==> config.mk <==
export PLATFORM = sky130hd
export DESIGN_NAME = aes_key_sched_ctrl
export DESIGN_NICKNAME = d
export VERILOG_FILES = /design/src/rtl/aes_key_sched_ctrl.sv
export SDC_FILE = /design/constraint.sdc
export NUM_CORES = 2
export LEC_CHECK = 0
export CAP_MARGIN = 40
export CORE_MARGIN = 3
export CORE_UTILIZATION = 40
export DETAILED_ROUTE_END_ITERATION = 6
export PLACE_DENSITY_LB_ADDON = 0.2
export RECOVER_POWER = 100
export SETUP_SLACK_MARGIN = 0.05
export SLEW_MARGIN = 20
export SYNTH_ARGS = -nofsm -noshare
export SYNTH_HDL_FRONTEND = slang
export SYNTH_SLANG_ARGS = --single-unit
==> constraint.sdc <==
create_clock -name clock -period 117.3 [get_ports clock]
set_clock_uncertainty 0.2 [all_clocks]
set_input_delay 11.73 -clock clock [delete_from_list [all_inputs] [get_ports clock]]
set_output_delay 11.73 -clock clock [all_outputs]
set_load 0.05 [all_outputs]
==> src/rtl/aes_key_sched_ctrl.sv <==
// AES-128 key-schedule sequencer: walks the round unit through rounds 1..NR, stores
// all round keys, and shares one 4-byte S-box with the cipher datapath.
module aes_key_sched_ctrl #(
  parameter int NR           = 10,
  parameter int STARVE_LIMIT = 4
) (
  input  logic         clock,
  input  logic         reset,
  input  logic         init_valid,
  output logic         init_ready,
  input  logic [127:0] init_key,
  output logic [127:0] keyw_key,
  output logic [4:0]   keyw_round,
  input  logic [127:0] keyw_round_key,
  input  logic [31:0]  keyw_sbox_req,
  output logic [31:0]  keyw_sbox_resp,
  output logic [31:0]  sbox_in,
  input  logic [31:0]  sbox_out,
  input  logic         dp_sbox_req,
  input  logic [31:0]  dp_sbox_word,
  output logic         dp_sbox_grant,
  output logic [31:0]  dp_sbox_result,
  output logic         busy,
  output logic         keys_valid,
  input  logic         rk_rd_en,
  input  logic [3:0]   rk_rd_idx,
  output logic [127:0] rk_rd_data
);

  localparam int            SW        = $clog2(STARVE_LIMIT + 1);
  localparam logic [4:0]    NR_R      = 5'(NR);
  localparam logic [SW-1:0] STALL_MAX = SW'(STARVE_LIMIT);

  typedef enum logic [1:0] {S_IDLE, S_EXPAND, S_DONE} state_t;

  state_t          state_q, state_d;
  logic [4:0]      round_q, round_d;
  logic [SW-1:0]   stall_q, stall_d;
  logic            keys_valid_q, keys_valid_d;
  logic            busy_q, busy_d;
  logic [127:0]    cur_key_q, cur_key_d;
  logic [127:0]    rd_data_q, rd_data_d;
  logic [127:0]    slot_q [0:NR];
  logic [127:0]    slot_d [0:NR];
  logic            kgrant;

  // Key expansion yields to the datapath until it has been starved STARVE_LIMIT cycles.
  always_comb begin
    kgrant         = (state_q == S_EXPAND) && (!dp_sbox_req || (stall_q == STALL_MAX));
    dp_sbox_grant  = dp_sbox_req && !kgrant;
    sbox_in        = kgrant ? keyw_sbox_req : dp_sbox_word;
    keyw_sbox_resp = sbox_out;
    dp_sbox_result = sbox_out;
  end

  assign init_ready = (state_q == S_IDLE) || (state_q == S_DONE);
  assign keyw_key   = cur_key_q;
  assign keyw_round = (state_q == S_EXPAND) ? round_q : 5'd0;
  assign busy       = busy_q;
  assign keys_valid = keys_valid_q;
  assign rk_rd_data = rd_data_q;

  always_comb begin
    state_d      = state_q;
    round_d      = round_q;
    stall_d      = stall_q;
    keys_valid_d = keys_valid_q;
    busy_d       = busy_q;
    cur_key_d    = cur_key_q;
    slot_d       = slot_q;
    rd_data_d    = rd_data_q;

    // Read samples slot_q, so a same-cycle write to that slot is seen only next time.
    if (rk_rd_en) begin
      if (int'(rk_rd_idx) <= NR) rd_data_d = slot_q[rk_rd_idx];
      else                       rd_data_d = '0;
    end

    case (state_q)
      S_IDLE, S_DONE: begin
        if (init_valid) begin
          slot_d[0]    = init_key;
          cur_key_d    = init_key;
          round_d      = 5'd1;
          stall_d      = '0;
          keys_valid_d = 1'b0;
          busy_d       = 1'b1;
          state_d      = S_EXPAND;
        end
      end
      S_EXPAND: begin
        if (kgrant) begin
          slot_d[round_q[3:0]] = keyw_round_key;
          cur_key_d            = keyw_round_key;
          stall_d              = '0;
          if (round_q == NR_R) begin
            state_d      = S_DONE;
            keys_valid_d = 1'b1;
            busy_d       = 1'b0;
            round_d      = 5'd0;
          end else begin
            round_d = round_q + 5'd1;
          end
        end else if (stall_q != STALL_MAX) begin
          stall_d = stall_q + 1'b1;
        end
      end
      default: state_d = S_IDLE;
    endcase
  end

  always_ff @(posedge clock or posedge reset) begin
    if (reset) begin
      state_q      <= S_IDLE;
      round_q      <= 5'd0;
      stall_q      <= '0;
      keys_valid_q <= 1'b0;
      busy_q       <= 1'b0;
      cur_key_q    <= '0;
      rd_data_q    <= '0;
      for (int i = 0; i <= NR; i++) slot_q[i] <= '0;
    end else begin
      state_q      <= state_d;
      round_q      <= round_d;
      stall_q      <= stall_d;
      keys_valid_q <= keys_valid_d;
      busy_q       <= busy_d;
      cur_key_q    <= cur_key_d;
      rd_data_q    <= rd_data_d;
      for (int i = 0; i <= NR; i++) slot_q[i] <= slot_d[i];
    end
  end

endmodule

==> results.toml <==
[status]
outcome = "finished, violations left"
violations = "capacitance limit, slew limit"

[placement]
portBuffers = 625
routabilityCongestion = 0.7594
place_area_mm2 = 0.08533
place.detailed.hpwl_mm = 138.1

[route]
remaining_drc_errors = 0
routed_wl_mm = 228.1
drt_iter0_markers = 3077
antenna_left = 0
wl_per_cell_um = 25.33
dr.pass1.iters = 5
dr_total_vias = 50230
routed_via_density = 5.579

[floorplanning]
io-pin-count = 722
fp.dieH_um = 445.4
coreArea_mm2 = 0.1910
die_area_mm2 = 0.1983
start_util_pct = 40.43
die_w_um = 445.4
fp-row-count = 160

[timing]
rsz0062_at_grt = "false"
worst_pin_slew_ns = 9.047
clock.fmax_mhz = 27.87
finalHoldViolCount = 0
maxSlewHeadroom_pct = -503.1
post-route-min-period_ns = 35.87
finalSetupTns_ns = 0
slew_viol_final = 3354
setup_violations = 0
period_share_pct = 30.58

[critical_path]
path_cells = "dlygate4sd3_1 > clkinvlp_2 > clkbuf_1 > clkbuf_1 > clkbuf_1 > clkbuf_1 > clkbuf_1 > clkbuf_1 > clkbuf_1 > clkbuf_1"
cp_max_fo = 169
crit_buf_inv = 10
reg2reg_depth = 9
cp_common_cell = "clkbuf_1"
rr_endpoint = "slot_q[822]"
critPathLaunchType = "input pin"
r2r_slack_ns = 104.66
worstPathRequired_ns = 115.75
timing.rr.start = "stall_q[0]"
slowest_stage = "clkbuf_1"
crit_type = "in2async"
critPathMaxStageDelay_ns = 6.38
path_delay_family = "buffers and inverters"
cp_data_arrival_time_ns = 34.32
cp-end-kind = "async pin"

[yosys]
synth-edff-count = 0
synth.area.top_cells = "dfrtp_1 (54%), mux2_2 (20%), mux2i_1 (8.3%)"
synth_cells = 6019
synth-seq-cells = 1676
yosys.area.top_type = "dfrtp_1"
async_reset_ff_share_pct = 100.0
netlist_area_mm2 = 0.07722
synth_cell_type_count = 39
synth_nets = 6386
syn_area_per_cell_um2 = 12.83
yosysWarnings = 0
synth.most_common_cell = "dfrtp_1"
yosysSeqAreaShare_pct = 54.32
yosys.area.top_type_share_pct = 54.32
synth_common_cells = "dfrtp_1 (1676), mux2_2 (1338), mux2i_1 (640)"
ys.flop_type = "dfrtp_1"

[finish]
final_area_mm2 = 0.09051
drive_gt1_share_pct = 26.07
area_growth_pct = 17.22
nNetsFinal = 6706
fin_util_pct = 47.39

[cts]
clock_path_buffers = 3
cts_max_level = 4
post_cts_resized = 0
post_cts_buffers = 0
clock_latency_ns = 0.83
clk_pin_slew_worst_paths_ns = 0.06
cts_root_buf = "clkbuf_16"
cts_tree = "done"
cts_made_buffers = 184
postCtsHoldBufs = 0
cts.sink_count = 1676

[min_path]
min_from = "slot_q[1007]"
hold_depth = 1
worstHoldEndpoint = "slot_q[1007]"
hold_path_class = "reg2reg"

[power_and_ir_drop]
vdd_ir_drop_max_uv = 14.70
leakage_nw = 42.15
pwr_density_cell_mw_per_mm2 = 23.65
finalPower_mw = 2.141

[grt]
grt_pass1_vias = 52650
grt_max_degree = 170
grt_pass1_wl_mm = 343.4
track_usage_pct = 22.73
overflow = 0
antenna_found_initial = 14

[run]
max_cap_violations = 73
-- worst reg2reg max path, delay by kind of cell (launching register included) --
family | cells | cell delay (ns)
DFF | 1 | 0.35
muxes | 1 | 1.06
and+or+nand+nor | 2 | 1.28
adders and majority gates | 1 | 0.23
buffers and inverters | 4 | 8.92
AOI/OAI and AO/OA | 1 | 0.50
-- power breakdown --
part	total (mW)	switching, mW	leakage [nW]	internal [mW]
registers	0.916	0.113	21.6	0.803
clock network	0.591	0.242	3.03	0.349
logic	0.634	0.331	17.5	0.304
total	2.14	0.685	42.1	1.46
-- layer usage --
layer | GRT usage, % | part of all wire (%) | vias up
li1 | - | - | 22270
met1 | 29.52 | 43 | 26550
met2 | 38.79 | 50 | 1078
met3 | 3.657 | 4.1 | 331
met4 | 7.305 | 3.1 | 2
met5 | 0 | 0.0057 | -
-- worst max path at each step --
| stage | start | end | slack, ns | cells after the start |
|---|---|---|---|---|
| floorplan | reset | busy | 58.07 | 1 |
| global placement | dp_sbox_req | sbox_in[22] | 90.85 | 6 |
| detailed placement | dp_sbox_req | sbox_in[22] | 90.78 | 6 |
| CTS | dp_sbox_req | sbox_in[22] | 90.77 | 6 |
| global route | reset | slot_q[534] | 76.67 | 10 |
| finish | reset | slot_q[533] | 81.43 | 10 |
-- flip-flops by register name, summed over array words and instances (netlist names) --
signal      count
rk_rd_data    128
slot_q       1408
keys_valid      1
state_q         2
round_q         5
stall_q         3
keyw_key      128
busy            1
-- placed cells by master, fill, tap and decap left out, types with 2 or more instances in the layout --
cell type,n
a21oi_1,133
a22o_1,129
a22oi_1,256
a31oi_1,128
and2_1,2
buf_12,7
buf_16,11
buf_4,36
buf_8,3
bufinv_16,12
clkbuf_1,143
clkbuf_16,186
clkbuf_8,48
clkdlybuf4s50_1,325
clkinv_16,2
clkinv_2,19
clkinv_8,2
clkinvlp_4,5
dfrtp_1,1676
diode_2,7
dlygate4sd3_1,297
ha_1,6
inv_1,134
inv_16,2
inv_6,7
mux2_1,104
mux2_2,1337
mux2i_1,640
nand2_1,263
nand3_1,142
nand4b_1,3
nor2_1,266
nor2b_1,5
nor2b_4,4
nor3_1,2
o21ai_0,5
o221ai_1,128
or4_1,2
-- final cells by class --
cell class              instances  area (µm²)
fillers                     17130      100500
flip-flops and latches       1676       41940
multi-input cells            3569       31370
repair buffers                773        7345
clock buffers                 284        5503
well taps                    2511        3142
clock inverters                49       686.9
inverters                     135       508.0
diodes                          7       17.52
-- metrics by stage --
| stage | worst slack, ns | instances | hold slack [ns] |
|---|---|---|---|
| 2_1_floorplan | 58.07 | 6019 | 0.2579 |
| 3_3_place_gp | 90.85 | 8607 | 0.2665 |
| 3_5_place_dp | 90.78 | 8655 | 0.2747 |
| 4_1_cts | 90.77 | 8988 | 0.2872 |
| 5_1_grt | 76.67 | 9002 | 0.2935 |
| 6_report | 81.43 | 9004 | 0.2857 |
-- kinds of logic (layout without fill, tap and decap cells) --
family                     Yosys count  after routing  synth area share (%)
and+or+nand+nor                    698            698                 3.750
muxes                             2081           2081                 29.31
buffers and inverters              774           1241                 5.117
DFF                               1676           1676                 54.32
AOI/OAI and AO/OA                  784            784                 7.408
adders and majority gates            6              6               0.09722
other                                0              7                     0
Power figures use the tool's default switching activity.
